===== config.mk =====
export PLATFORM = sky130hd
export DESIGN_NAME = spike_rate_decoder
export DESIGN_NICKNAME = d
export VERILOG_FILES = /design/src/rtl/spike_rate_decoder_pkg.sv /design/src/rtl/spike_lane_counter.sv /design/src/rtl/spike_rate_decoder.sv
export SDC_FILE = /design/constraint.sdc
export NUM_CORES = 1
export LEC_CHECK = 0
export ABC_AREA = 1
export BUFFER_PORTS_ARGS = -buffer_cell sky130_fd_sc_hd__buf_2
export CELL_PAD_IN_SITES_DETAIL_PLACEMENT = 1
export CELL_PAD_IN_SITES_GLOBAL_PLACEMENT = 2
export CORE_MARGIN = 10
export CORE_UTILIZATION = 34
export DETAILED_ROUTE_END_ITERATION = 16
export PLACE_DENSITY = 0.93
export SLEW_MARGIN = 40
export SYNTH_ARGS = -nofsm -noshare
export SYNTH_HDL_FRONTEND = slang
export SYNTH_SLANG_ARGS = --single-unit
export TNS_END_PERCENT = 5

===== constraint.sdc =====
create_clock -name clk -period 6.24 [get_ports clk]
set_input_delay 1.248 -clock clk [delete_from_list [all_inputs] [get_ports clk]]
set_output_delay 1.248 -clock clk [all_outputs]
set_load 0.02 [all_outputs]

===== src/rtl/spike_rate_decoder_pkg.sv =====
// Shared state encoding, default sizing and helpers for the spike rate decoder.
package spike_rate_decoder_pkg;

    typedef enum logic [1:0] {
        IDLE  = 2'd0,
        ACCUM = 2'd1,
        SCAN  = 2'd2,
        HOLD  = 2'd3
    } state_t;

    localparam int DEF_NUM_NEURONS   = 8;
    localparam int DEF_WINDOW_CYCLES = 64;
    localparam int DEF_COUNT_WIDTH   = 8;

    // Ceiling log2 with a floor of one bit so single-entry ranges still get a port.
    function automatic int clog2(input int value);
        int result;
        int rem;
        result = 0;
        rem    = value - 1;
        while (rem > 0) begin
            result = result + 1;
            rem    = rem >> 1;
        end
        return (result < 1) ? 1 : result;
    endfunction

endpackage


===== src/rtl/spike_lane_counter.sv =====
// One spike lane: saturating counter, saturation flag and, when
// SPIKE_RATE_DECODER_FIRST_SPIKE_EN is defined, the first-spike timestamp.
module spike_lane_counter #(
    parameter int COUNT_WIDTH = 8,
    parameter int TIME_WIDTH  = 6
) (
    input  logic                   clk,
    input  logic                   rst,
    input  logic                   clear,
    input  logic                   inc,
    input  logic [TIME_WIDTH-1:0]  win_cnt,
    output logic [COUNT_WIDTH-1:0] count,
    output logic                   sat,
    output logic [TIME_WIDTH-1:0]  first_time
);

    localparam logic [COUNT_WIDTH-1:0] CNT_MAX = '1;
    localparam logic [COUNT_WIDTH-1:0] CNT_ONE = COUNT_WIDTH'(1);

    // The flag marks the window in which the counter reached its ceiling.
    always_ff @(posedge clk or posedge rst) begin
        if (rst) begin
            count <= '0;
            sat   <= 1'b0;
        end else if (clear) begin
            count <= '0;
            sat   <= 1'b0;
        end else if (inc && (count != CNT_MAX)) begin
            count <= count + CNT_ONE;
            if (count == (CNT_MAX - CNT_ONE)) begin
                sat <= 1'b1;
            end
        end
    end

`ifdef SPIKE_RATE_DECODER_FIRST_SPIKE_EN
    logic fired;

    // A separate fired bit keeps a spike on the final window cycle distinct from "never fired".
    always_ff @(posedge clk or posedge rst) begin
        if (rst) begin
            fired      <= 1'b0;
            first_time <= '1;
        end else if (clear) begin
            fired      <= 1'b0;
            first_time <= '1;
        end else if (inc && !fired) begin
            fired      <= 1'b1;
            first_time <= win_cnt;
        end
    end
`else
    logic unused_win_cnt;

    assign unused_win_cnt = ^win_cnt;
    assign first_time     = '1;
`endif

endmodule


===== src/rtl/spike_rate_decoder.sv =====
// Windowed per-lane spike counting followed by a sequential argmax scan, with a valid/ready result.
// Optional first-spike tie-breaking is enabled by defining SPIKE_RATE_DECODER_FIRST_SPIKE_EN.
module spike_rate_decoder
    import spike_rate_decoder_pkg::*;
#(
    parameter int NUM_NEURONS   = DEF_NUM_NEURONS,
    parameter int WINDOW_CYCLES = DEF_WINDOW_CYCLES,
    parameter int COUNT_WIDTH   = DEF_COUNT_WIDTH,
    parameter int IDX_WIDTH     = clog2(NUM_NEURONS),
    parameter int TIME_WIDTH    = clog2(WINDOW_CYCLES)
) (
    input  logic                              clk,
    input  logic                              rst,
    input  logic                              start,
    input  logic                              abort,
    input  logic [NUM_NEURONS-1:0]            spikes_in,
    input  logic                              spikes_valid,
    output logic                              busy,
    output logic                              out_valid,
    input  logic                              out_ready,
    output logic [NUM_NEURONS*COUNT_WIDTH-1:0] counts_out,
    output logic [IDX_WIDTH-1:0]              winner_idx,
    output logic [COUNT_WIDTH-1:0]            winner_count,
    output logic                              tie,
    output logic                              no_spike,
    output logic                              saturated,
    output logic [NUM_NEURONS*TIME_WIDTH-1:0] first_spike_out
);

    localparam logic [TIME_WIDTH-1:0] WIN_LAST  = TIME_WIDTH'(WINDOW_CYCLES - 1);
    localparam logic [TIME_WIDTH-1:0] TIME_ONE  = TIME_WIDTH'(1);
    localparam logic [IDX_WIDTH-1:0]  SCAN_LAST = IDX_WIDTH'(NUM_NEURONS - 1);
    localparam logic [IDX_WIDTH-1:0]  IDX_ONE   = IDX_WIDTH'(1);

    state_t                  state;
    logic [TIME_WIDTH-1:0]   win_cnt;
    logic [IDX_WIDTH-1:0]    scan_idx;
    logic [COUNT_WIDTH-1:0]  lane_count [NUM_NEURONS];
    logic [TIME_WIDTH-1:0]   lane_time  [NUM_NEURONS];
    logic [NUM_NEURONS-1:0]  lane_sat;
    logic [NUM_NEURONS-1:0]  lane_inc;
    logic                    abort_hit;
    logic                    accept;
    logic                    restart;
    logic                    clear_lanes;
    logic                    scan_done;

    logic [COUNT_WIDTH-1:0]  best_cnt, cur_cnt, nxt_cnt;
    logic [IDX_WIDTH-1:0]    best_idx, nxt_idx;
    logic                    best_tie, nxt_tie;
`ifdef SPIKE_RATE_DECODER_FIRST_SPIKE_EN
    logic [TIME_WIDTH-1:0]   best_time, cur_time, nxt_time;
`endif

    assign abort_hit   = abort && (state != IDLE);
    assign accept      = (state == HOLD) && out_valid && out_ready;
    assign restart     = ((state == IDLE) && start) || (accept && start);
    assign clear_lanes = restart || abort_hit;
    assign scan_done   = (state == SCAN) && (scan_idx == SCAN_LAST);
    assign lane_inc    = ((state == ACCUM) && spikes_valid && !abort) ? spikes_in : '0;

    for (genvar i = 0; i < NUM_NEURONS; i++) begin : g_lane
        spike_lane_counter #(
            .COUNT_WIDTH (COUNT_WIDTH),
            .TIME_WIDTH  (TIME_WIDTH)
        ) u_lane (
            .clk        (clk),
            .rst        (rst),
            .clear      (clear_lanes),
            .inc        (lane_inc[i]),
            .win_cnt    (win_cnt),
            .count      (lane_count[i]),
            .sat        (lane_sat[i]),
            .first_time (lane_time[i])
        );

        assign counts_out[i*COUNT_WIDTH +: COUNT_WIDTH]    = lane_count[i];
        assign first_spike_out[i*TIME_WIDTH +: TIME_WIDTH] = lane_time[i];
    end

    // Abort outranks every other transition once a window is in flight.
    always_ff @(posedge clk or posedge rst) begin
        if (rst) begin
            state     <= IDLE;
            busy      <= 1'b0;
            out_valid <= 1'b0;
            win_cnt   <= '0;
            scan_idx  <= '0;
        end else if (abort_hit) begin
            state     <= IDLE;
            busy      <= 1'b0;
            out_valid <= 1'b0;
            win_cnt   <= '0;
            scan_idx  <= '0;
        end else begin
            case (state)
                IDLE: begin
                    if (start) begin
                        state   <= ACCUM;
                        busy    <= 1'b1;
                        win_cnt <= '0;
                    end
                end
                ACCUM: begin
                    if (win_cnt == WIN_LAST) begin
                        state    <= SCAN;
                        win_cnt  <= '0;
                        scan_idx <= '0;
                    end else begin
                        win_cnt <= win_cnt + TIME_ONE;
                    end
                end
                SCAN: begin
                    scan_idx <= scan_idx + IDX_ONE;
                    if (scan_idx == SCAN_LAST) begin
                        state     <= HOLD;
                        out_valid <= 1'b1;
                        scan_idx  <= '0;
                    end
                end
                HOLD: begin
                    if (accept) begin
                        out_valid <= 1'b0;
                        win_cnt   <= '0;
                        if (start) begin
                            state <= ACCUM;
                        end else begin
                            state <= IDLE;
                            busy  <= 1'b0;
                        end
                    end
                end
                default: begin
                    state <= IDLE;
                    busy  <= 1'b0;
                end
            endcase
        end
    end

    // Compare the lane under the scan pointer against the running best.
    always_comb begin
        cur_cnt = lane_count[scan_idx];
        nxt_cnt = best_cnt;
        nxt_idx = best_idx;
        nxt_tie = best_tie;
`ifdef SPIKE_RATE_DECODER_FIRST_SPIKE_EN
        cur_time = lane_time[scan_idx];
        nxt_time = best_time;
        if ((cur_cnt > best_cnt) ||
            ((cur_cnt == best_cnt) && (cur_cnt != '0) && (cur_time < best_time))) begin
            nxt_cnt  = cur_cnt;
            nxt_idx  = scan_idx;
            nxt_time = cur_time;
            nxt_tie  = 1'b0;
        end else if ((cur_cnt == best_cnt) && (cur_cnt != '0) && (cur_time == best_time)) begin
            nxt_tie = 1'b1;
        end
`else
        if (cur_cnt > best_cnt) begin
            nxt_cnt = cur_cnt;
            nxt_idx = scan_idx;
            nxt_tie = 1'b0;
        end else if ((cur_cnt == best_cnt) && (cur_cnt != '0)) begin
            nxt_tie = 1'b1;
        end
`endif
    end

    always_ff @(posedge clk or posedge rst) begin
        if (rst) begin
            best_cnt  <= '0;
            best_idx  <= '0;
            best_tie  <= 1'b0;
`ifdef SPIKE_RATE_DECODER_FIRST_SPIKE_EN
            best_time <= '1;
`endif
        end else if (state != SCAN) begin
            best_cnt  <= '0;
            best_idx  <= '0;
            best_tie  <= 1'b0;
`ifdef SPIKE_RATE_DECODER_FIRST_SPIKE_EN
            best_time <= '1;
`endif
        end else begin
            best_cnt  <= nxt_cnt;
            best_idx  <= nxt_idx;
            best_tie  <= nxt_tie;
`ifdef SPIKE_RATE_DECODER_FIRST_SPIKE_EN
            best_time <= nxt_time;
`endif
        end
    end

    // Result registers only move at window start, abort, or the final scan step.
    always_ff @(posedge clk or posedge rst) begin
        if (rst) begin
            winner_idx   <= '0;
            winner_count <= '0;
            tie          <= 1'b0;
            no_spike     <= 1'b0;
            saturated    <= 1'b0;
        end else if (clear_lanes) begin
            winner_idx   <= '0;
            winner_count <= '0;
            tie          <= 1'b0;
            no_spike     <= 1'b0;
            saturated    <= 1'b0;
        end else if (scan_done) begin
            winner_idx   <= nxt_idx;
            winner_count <= nxt_cnt;
            tie          <= nxt_tie;
            no_spike     <= (nxt_cnt == '0);
            saturated    <= |lane_sat;
        end
    end

endmodule


# Yosys cells after proc, flatten, opt, wreduce, memory -nomap -nowiden
# Cells that the tools add are included.
[word_totals]
regBits = 111
in_bits = 14
wordCells = 215
out_inout_bits = 128
[classes]
reduce_logical = 59
add_sub_neg = 10
muxes = 86
order_cmp = 2
n_eq_ne = 28
bitwise = 1
[ops]
columns = ["op", "count"]
rows = [
  ["2-to-1 mux 8 bit", 23],
  ["adder 8 x 1 -> 8 bit, second input constant", 8],
  ["== test 8 bit, second input constant", 8],
  ["!= test 8 bit, second input constant", 8],
  ["2-to-1 mux 1 bit", 41],
  ["nonzero test 2 bit", 18],
  ["binary-select mux 8 bit (select 3 bit)", 1],
  ["2-to-1 mux 6 bit", 4],
  ["2-to-1 mux 3 bit", 7],
  ["one-hot mux 6 bit (3 select lines)", 1],
  ["AND reduction 2 bit", 9],
  ["logical AND 1 bit", 17],
  ["2-to-1 mux 2 bit", 5],
  ["!= test 3 bit, second input constant", 3],
  ["nonzero test 3 bit", 3],
  ["== test 8 bit", 1],
  ["> comparator 8 bit", 1],
  ["zero test 8 bit", 1],
  ["one-hot mux 2 bit (4 select lines)", 1],
  ["AND reduction 4 bit", 2],
  ["nonzero test 8 bit", 1],
  ["OR reduction 8 bit", 1],
  ["adder 6 x 1 -> 6 bit, second input constant", 1],
  ["== test 6 bit, second input constant", 1],
  ["other kinds (15)", 20],
]

# Logic depth before layout (Yosys ltp)
[depth]
word_depth = 10
depth_mapped = 23
depth_no_buf = 20

# Modules after synthesis
# A second synthesis with hierarchy kept.
[unflattened]
cells_unflattened = 1153
hier_area_um2 = 7937.6
[by_module_without_submodules]
columns = ["mod", "area_each_um2", "seq_area_each_um2", "instances", "cells_per_inst"]
rows = [
  ["spike_lane_counter", 618.1, 225.2, 8, 88],
  ["spike_rate_decoder", 2992.9, 975.9, 1, 449],
]

# Least setup slack after synthesis
# OpenSTA, ideal clock, no wires.
[synth_path]
path_kind = "register to register"
startpoint = "register scan_idx[0]"
endpoint = "register no_spike"
arrival_ns = 2.290
n_path_buf = 3
t_required_ns = 6.175
setup_time_ns = 0.065
stages_incl_launch_ff = 21
synth_period_minus_slack_ns = 2.355
path_slack_ns = 3.885
path_cell_list = "dfrtp_1 > buf_6 > inv_8 > buf_8 > nand2_1 > nand3_1 > nand2_1 > o21ai_2 > inv_1 > ha_1 > a21o_1 > nor2_2 > nand2_4 > nand2_2 > buf_6 > nand2_1 > nand2_1 > nand2_1 > nor2_1 > nand3_1 > nand2_1"
[synth_between]
elab_chain_len = 9
elab_cells_between_ends = 12
classes_between = "order compare: 1; eq/ne: 1; mux: 6; bitwise: 1; reduce/logical: 3"
[synth_lines]
columns = ["item", "line_no", "text"]
rows = [
  ["start: declaration", "spike_rate_decoder.sv:37", "logic [IDX_WIDTH-1:0] scan_idx;"],
  ["start signal: assignment", "spike_rate_decoder.sv:114", "scan_idx <= scan_idx + IDX_ONE;"],
  ["inverter 3 -> 4 bit (implied by the code)", "spike_rate_decoder.sv:143", "cur_cnt = lane_count[scan_idx];"],
  ["binary-select mux 8 bit (select 3 bit)", "spike_rate_decoder.sv:143", ""],
  ["2-to-1 mux 8 bit (implied by the code) (2 in series)", "spike_rate_decoder.sv:143", ""],
  ["> comparator 8 bit", "spike_rate_decoder.sv:160", "if (cur_cnt > best_cnt) begin"],
  ["2-to-1 mux 8 bit", "spike_rate_decoder.sv:160", ""],
  ["zero test 8 bit", "spike_rate_decoder.sv:213", "no_spike <= (nxt_cnt == '0);"],
  ["2-to-1 mux 1 bit", "spike_rate_decoder.sv:209", "end else if (scan_done) begin"],
  ["2-to-1 mux 1 bit", "spike_rate_decoder.sv:203", "end else if (clear_lanes) begin"],
  ["end signal: assignment", "spike_rate_decoder.sv:213", ""],
  ["end: declaration", "spike_rate_decoder.sv:25", "output logic no_spike,"],
]
# Parallel ways exist; a longest one is shown, timed or not. The select of a mux whose other input is x is not followed.
# A chain may end at the register's enable or synchronous reset.

# Worst setup path after layout
[layout_path]
startpoint = "input abort"
endpoint = "register winner_idx[2]"
[layout_between]
elab_chain_len = 3
elab_cells_between_ends = 4
classes_between = "mux: 1; reduce/logical: 3"
[layout_lines]
columns = ["item", "line_no", "text"]
rows = [
  ["start: declaration", "spike_rate_decoder.sv:15", "input logic abort,"],
  ["logical AND 1 bit *", "spike_rate_decoder.sv:55", "assign abort_hit = abort && (state != IDLE);"],
  ["logical OR 1 bit *", "spike_rate_decoder.sv:58", "assign clear_lanes = restart || abort_hit;"],
  ["2-to-1 mux 3 bit / nonzero test 2 bit (equally long branches)", "-", ""],
  ["end signal: assignment", "spike_rate_decoder.sv:210", "winner_idx <= nxt_idx;"],
  ["end: declaration", "spike_rate_decoder.sv:22", "output logic [IDX_WIDTH-1:0] winner_idx,"],
]
# Mark *: on every way between the ends. The rest lies on a longest branch, timed or not.

==> summary.md <==
| Metric | Value |
|---|---|
| Die area | `27100 um2` |
| Max-Cap Viols | `0` |
| Hpwl dp | `16300 um` |
| Skew final | `0.00956 ns` |
| CTS Buffer Depth | `2` |
| First-pass DRT Iterations | `4` |
| Synth Area in XOR/XNOR | `0%` |
| Initial Utilization | `34.8%` |
| CTS hold repair buffers | `0` |
| 1st-iter DRT viols | `315` |
| Core area | `20400 um2` |
| Avg Synthesized Cell Area | `7.52 um2` |
| Die X | `165 um` |
| Max IR drop VDD | `141 uV` |
| Final cell count without fillers | `1304` |
| Status | `finished clean` |
| CTS root buffer | `clkbuf_16` |
| Switch share | `44.7%` |
| Min Tclk post-route | `3.05 ns` |
| Critical path startpoint | `abort` |
| Largest area contributor in the netlist | `dfrtp_1` |
| H-tree depth | `3` |
| Total wire length | `21100 um` |
| Tcrit/Tclk final | `48.8%` |
| Fillcell total | `2632` |
| Worst Path Arrival | `3.34 ns` |
| Power Density | `315 nW/um2` |
| Worst-path clk slew | `0.08 ns` |
| Vias in the first global route | `6769` |
| CTS resizes | `0` |
| Synth Area in Compound Gates | `11.4%` |
| Sink Count | `111` |
| Synthesized cell area | `7110 um2` |
| CP Capture Type | `flop` |
| Grt ovf | `0` |
| Total CTS buffers | `9` |
| Clk pwr share | `24.6%` |
| First-pass GRT wire length | `35200 um` |
| Number of warnings issued by yosys | `0` |
| TritonCTS clock tree | `built` |
| Port buffer count | `93` |
| FF+latch area | `2780 um2` |
| Post-synth EDFFs | `0` |
| Area of the multi-input gates | `3380 um2` |
| Yosys reg bits | `111` |
| Placer Congestion | `0.806` |
| Mux contribution to synthesized area | `0%` |
| Dominant synthesized flop cell | `dfrtp_1` |
| Site row count | `52` |
| Most common cell in the netlist | `nand2_1` |
| # IOs | `142` |
| Gr usage total | `15.9%` |
| Simple-Gate Fraction of Synth Area | `28.1%` |
| Sw power | `1110 uW` |
| Final setup fails | `0` |
| Required @ worst endpoint | `6.53 ns` |
| Post-synth top area share | `39.1%` |
| Routed Antenna Nets | `0` |
| Via density | `4.84` |
| Vias after detailed routing | `6311` |
| Post-Syn Instances | `945` |
| Combinational family with the most area after synthesis | `simple AND/OR/NAND/NOR gates` |
| Die height | `165 um` |
| Initial antenna violation count | `0` |
| Sequential share of the synthesized area | `39.1%` |
| Final Total Pwr | `2480 uW` |
| Post-synth ARST share | `100%` |
| Top post-synthesis cells by count | `193 x nand2_1, 138 x inv_1, 111 x dfrtp_1, 82 x nor2_1, 71 x nand3_1` |
| Layout cell share with drive strength beyond 1 | `16.3%` |
| Fmax | `328 MHz` |
| Crit Path Max Fanout | `49` |
| Setup bufs post-CTS | `0` |
| Hold Path Origin | `no_spike$_DFFE_PP0P_` |
| Worst r2r src | `scan_idx[1]$_DFFE_PP0P_` |
| Slew @ Worst Pin | `0.681 ns` |
| Post-DR wirelength/cell | `16.2 um` |
| Gate power share | `43.2%` |
| Adder-cell share of the synthesized area | `5.63%` |
| Post-synth cell types | `43` |
| Int Pwr | `1370 uW` |
| Nets | `1075` |
| Worst slew margin | `54.6%` |
| Sequential power share | `32.2%` |
| Largest net degree at the start of global routing | `64` |
| Startpoint Class | `primary input` |
| Clk_lat worst skew | `0.37 ns` |
| Setup Crit Path Kind | `primary input to flop` |
| Setup TNS | `0 ns` |
| DRC | `0` |
| Final hold vios | `0` |
| Cells after DPL | `1288` |
| Synth area leaders | `dfrtp_1 39%, nand2_1 10%, inv_1 7.3%` |
| RSZ-0062 raised after global routing | `no` |
| Antenna fix cells | `0` |
| P_leak | `0.00408 uW` |
| Hold crit path type | `flop to flop` |
| P&R area growth vs syn | `11.0%` |
| Max-slew violations | `0` |
[logic make-up (layout without fill, tap and decap cells)]
family,count (synthesis),in the layout
compound gates,144,144
fa+ha+maj,32,32
buf+inv,223,265
flops,111,111
other cells,1,48
simple gates,434,434
[per-stage QoR]
stage	setup slack, ns	hold WS, ns	utilization [%]	instance area, um2
final	3.19	0.493	38.6	7890
after global routing	2.96	0.529	38.6	7890
after detailed placement	2.79	0.482	37.1	7580
after floorplan	2.06	0.466	-	7280
after CTS	3.17	0.501	38.6	7880
after global placement	2.88	0.471	37.1	7580
[worst paths after layout]
| check | depth (start not counted) | end | slack (ns) |
|---|---|---|---|
| max | 9 | winner_idx[2]$_DFFE_PP0P_ | 3.19 |
| min | 2 | no_spike$_DFFE_PP0P_ | 0.49 |
| max reg2reg | 15 | winner_idx[2]$_DFFE_PP0P_ | 3.28 |
| min reg2reg | 2 | no_spike$_DFFE_PP0P_ | 0.49 |
| max in group asynchronous | 3 | scan_idx[1]$_DFFE_PP0P_ | 4.26 |
| min in group asynchronous | 2 | g_lane[1].u_lane.count[1]$_DFFE_PP0P_ | 0.98 |
[power groups by stage]
stage	Sequential, uW	Combinational (uW)	Clock (uW)
CTS	799	1080	627
finish	798	1070	610
global placement	812	1050	0
floorplan	832	854	0
global route	806	1230	652
detailed placement	814	1070	0
[cells in the final DEF, fill, tap and decap left out, types with 3 or more instances in the layout]
master,Yosys,layout
conb_1,1,48
buf_4,51,3
nand2_1,193,193
nor4_1,5,5
nand3_2,12,12
a31oi_1,3,3
nand2_2,10,10
dfrtp_1,111,111
a21oi_1,48,48
ha_1,32,32
buf_2,9,93
nand4_1,9,9
nor2_1,82,82
o21ai_0,53,53
nand3_1,71,71
o21ai_1,17,17
clkbuf_16,0,9
inv_1,138,137
a211oi_1,10,10
inv_2,12,12
o21ai_2,3,3
nor3_1,39,39
[routing by layer]
| metal | track usage, % | part of all wire, % | vias to the layer above |
|---|---|---|---|
| li1 | - | - | 3108 |
| met2 | 26.7 | 47 | 125 |
| met1 | 20.6 | 46 | 3069 |
| met4 | 4.47 | 1.1 | 0 |
| met5 | 0 | 0 | - |
| met3 | 2.81 | 5.5 | 9 |
[flip-flops by register name, indices dropped and copies added (netlist names)]
| signal | count |
|---|---|
| g_lane.u_lane.count | 64 |
| best_cnt | 8 |
| g_lane.u_lane.sat | 8 |
| winner_count | 8 |
| win_cnt | 6 |
| best_idx | 3 |
| scan_idx | 3 |
| winner_idx | 3 |
| state | 2 |
| best_tie | 1 |
| busy | 1 |
| no_spike | 1 |
| out_valid | 1 |
| saturated | 1 |
| tie | 1 |
[worst max-delay path, stage by stage]
cell	delay, ns
buf_2	0.13
nand2_4	0.11
inv_2	0.07
nor2_4	0.09
buf_4	0.45
inv_2	0.41
a21oi_2	0.59
nand2_1	0.11
o21ai_1	0.11
[layout make-up]
type                       instances  area share (%)
clock inverter                     7            1.00
timing repair buffer              97            6.33
tap                              270            4.28
inverter                         152            7.38
sequential                       111            35.2
multi-input combinational        658            42.9
clock buffer                       9            2.86
(Power assumes the default switching activity.)
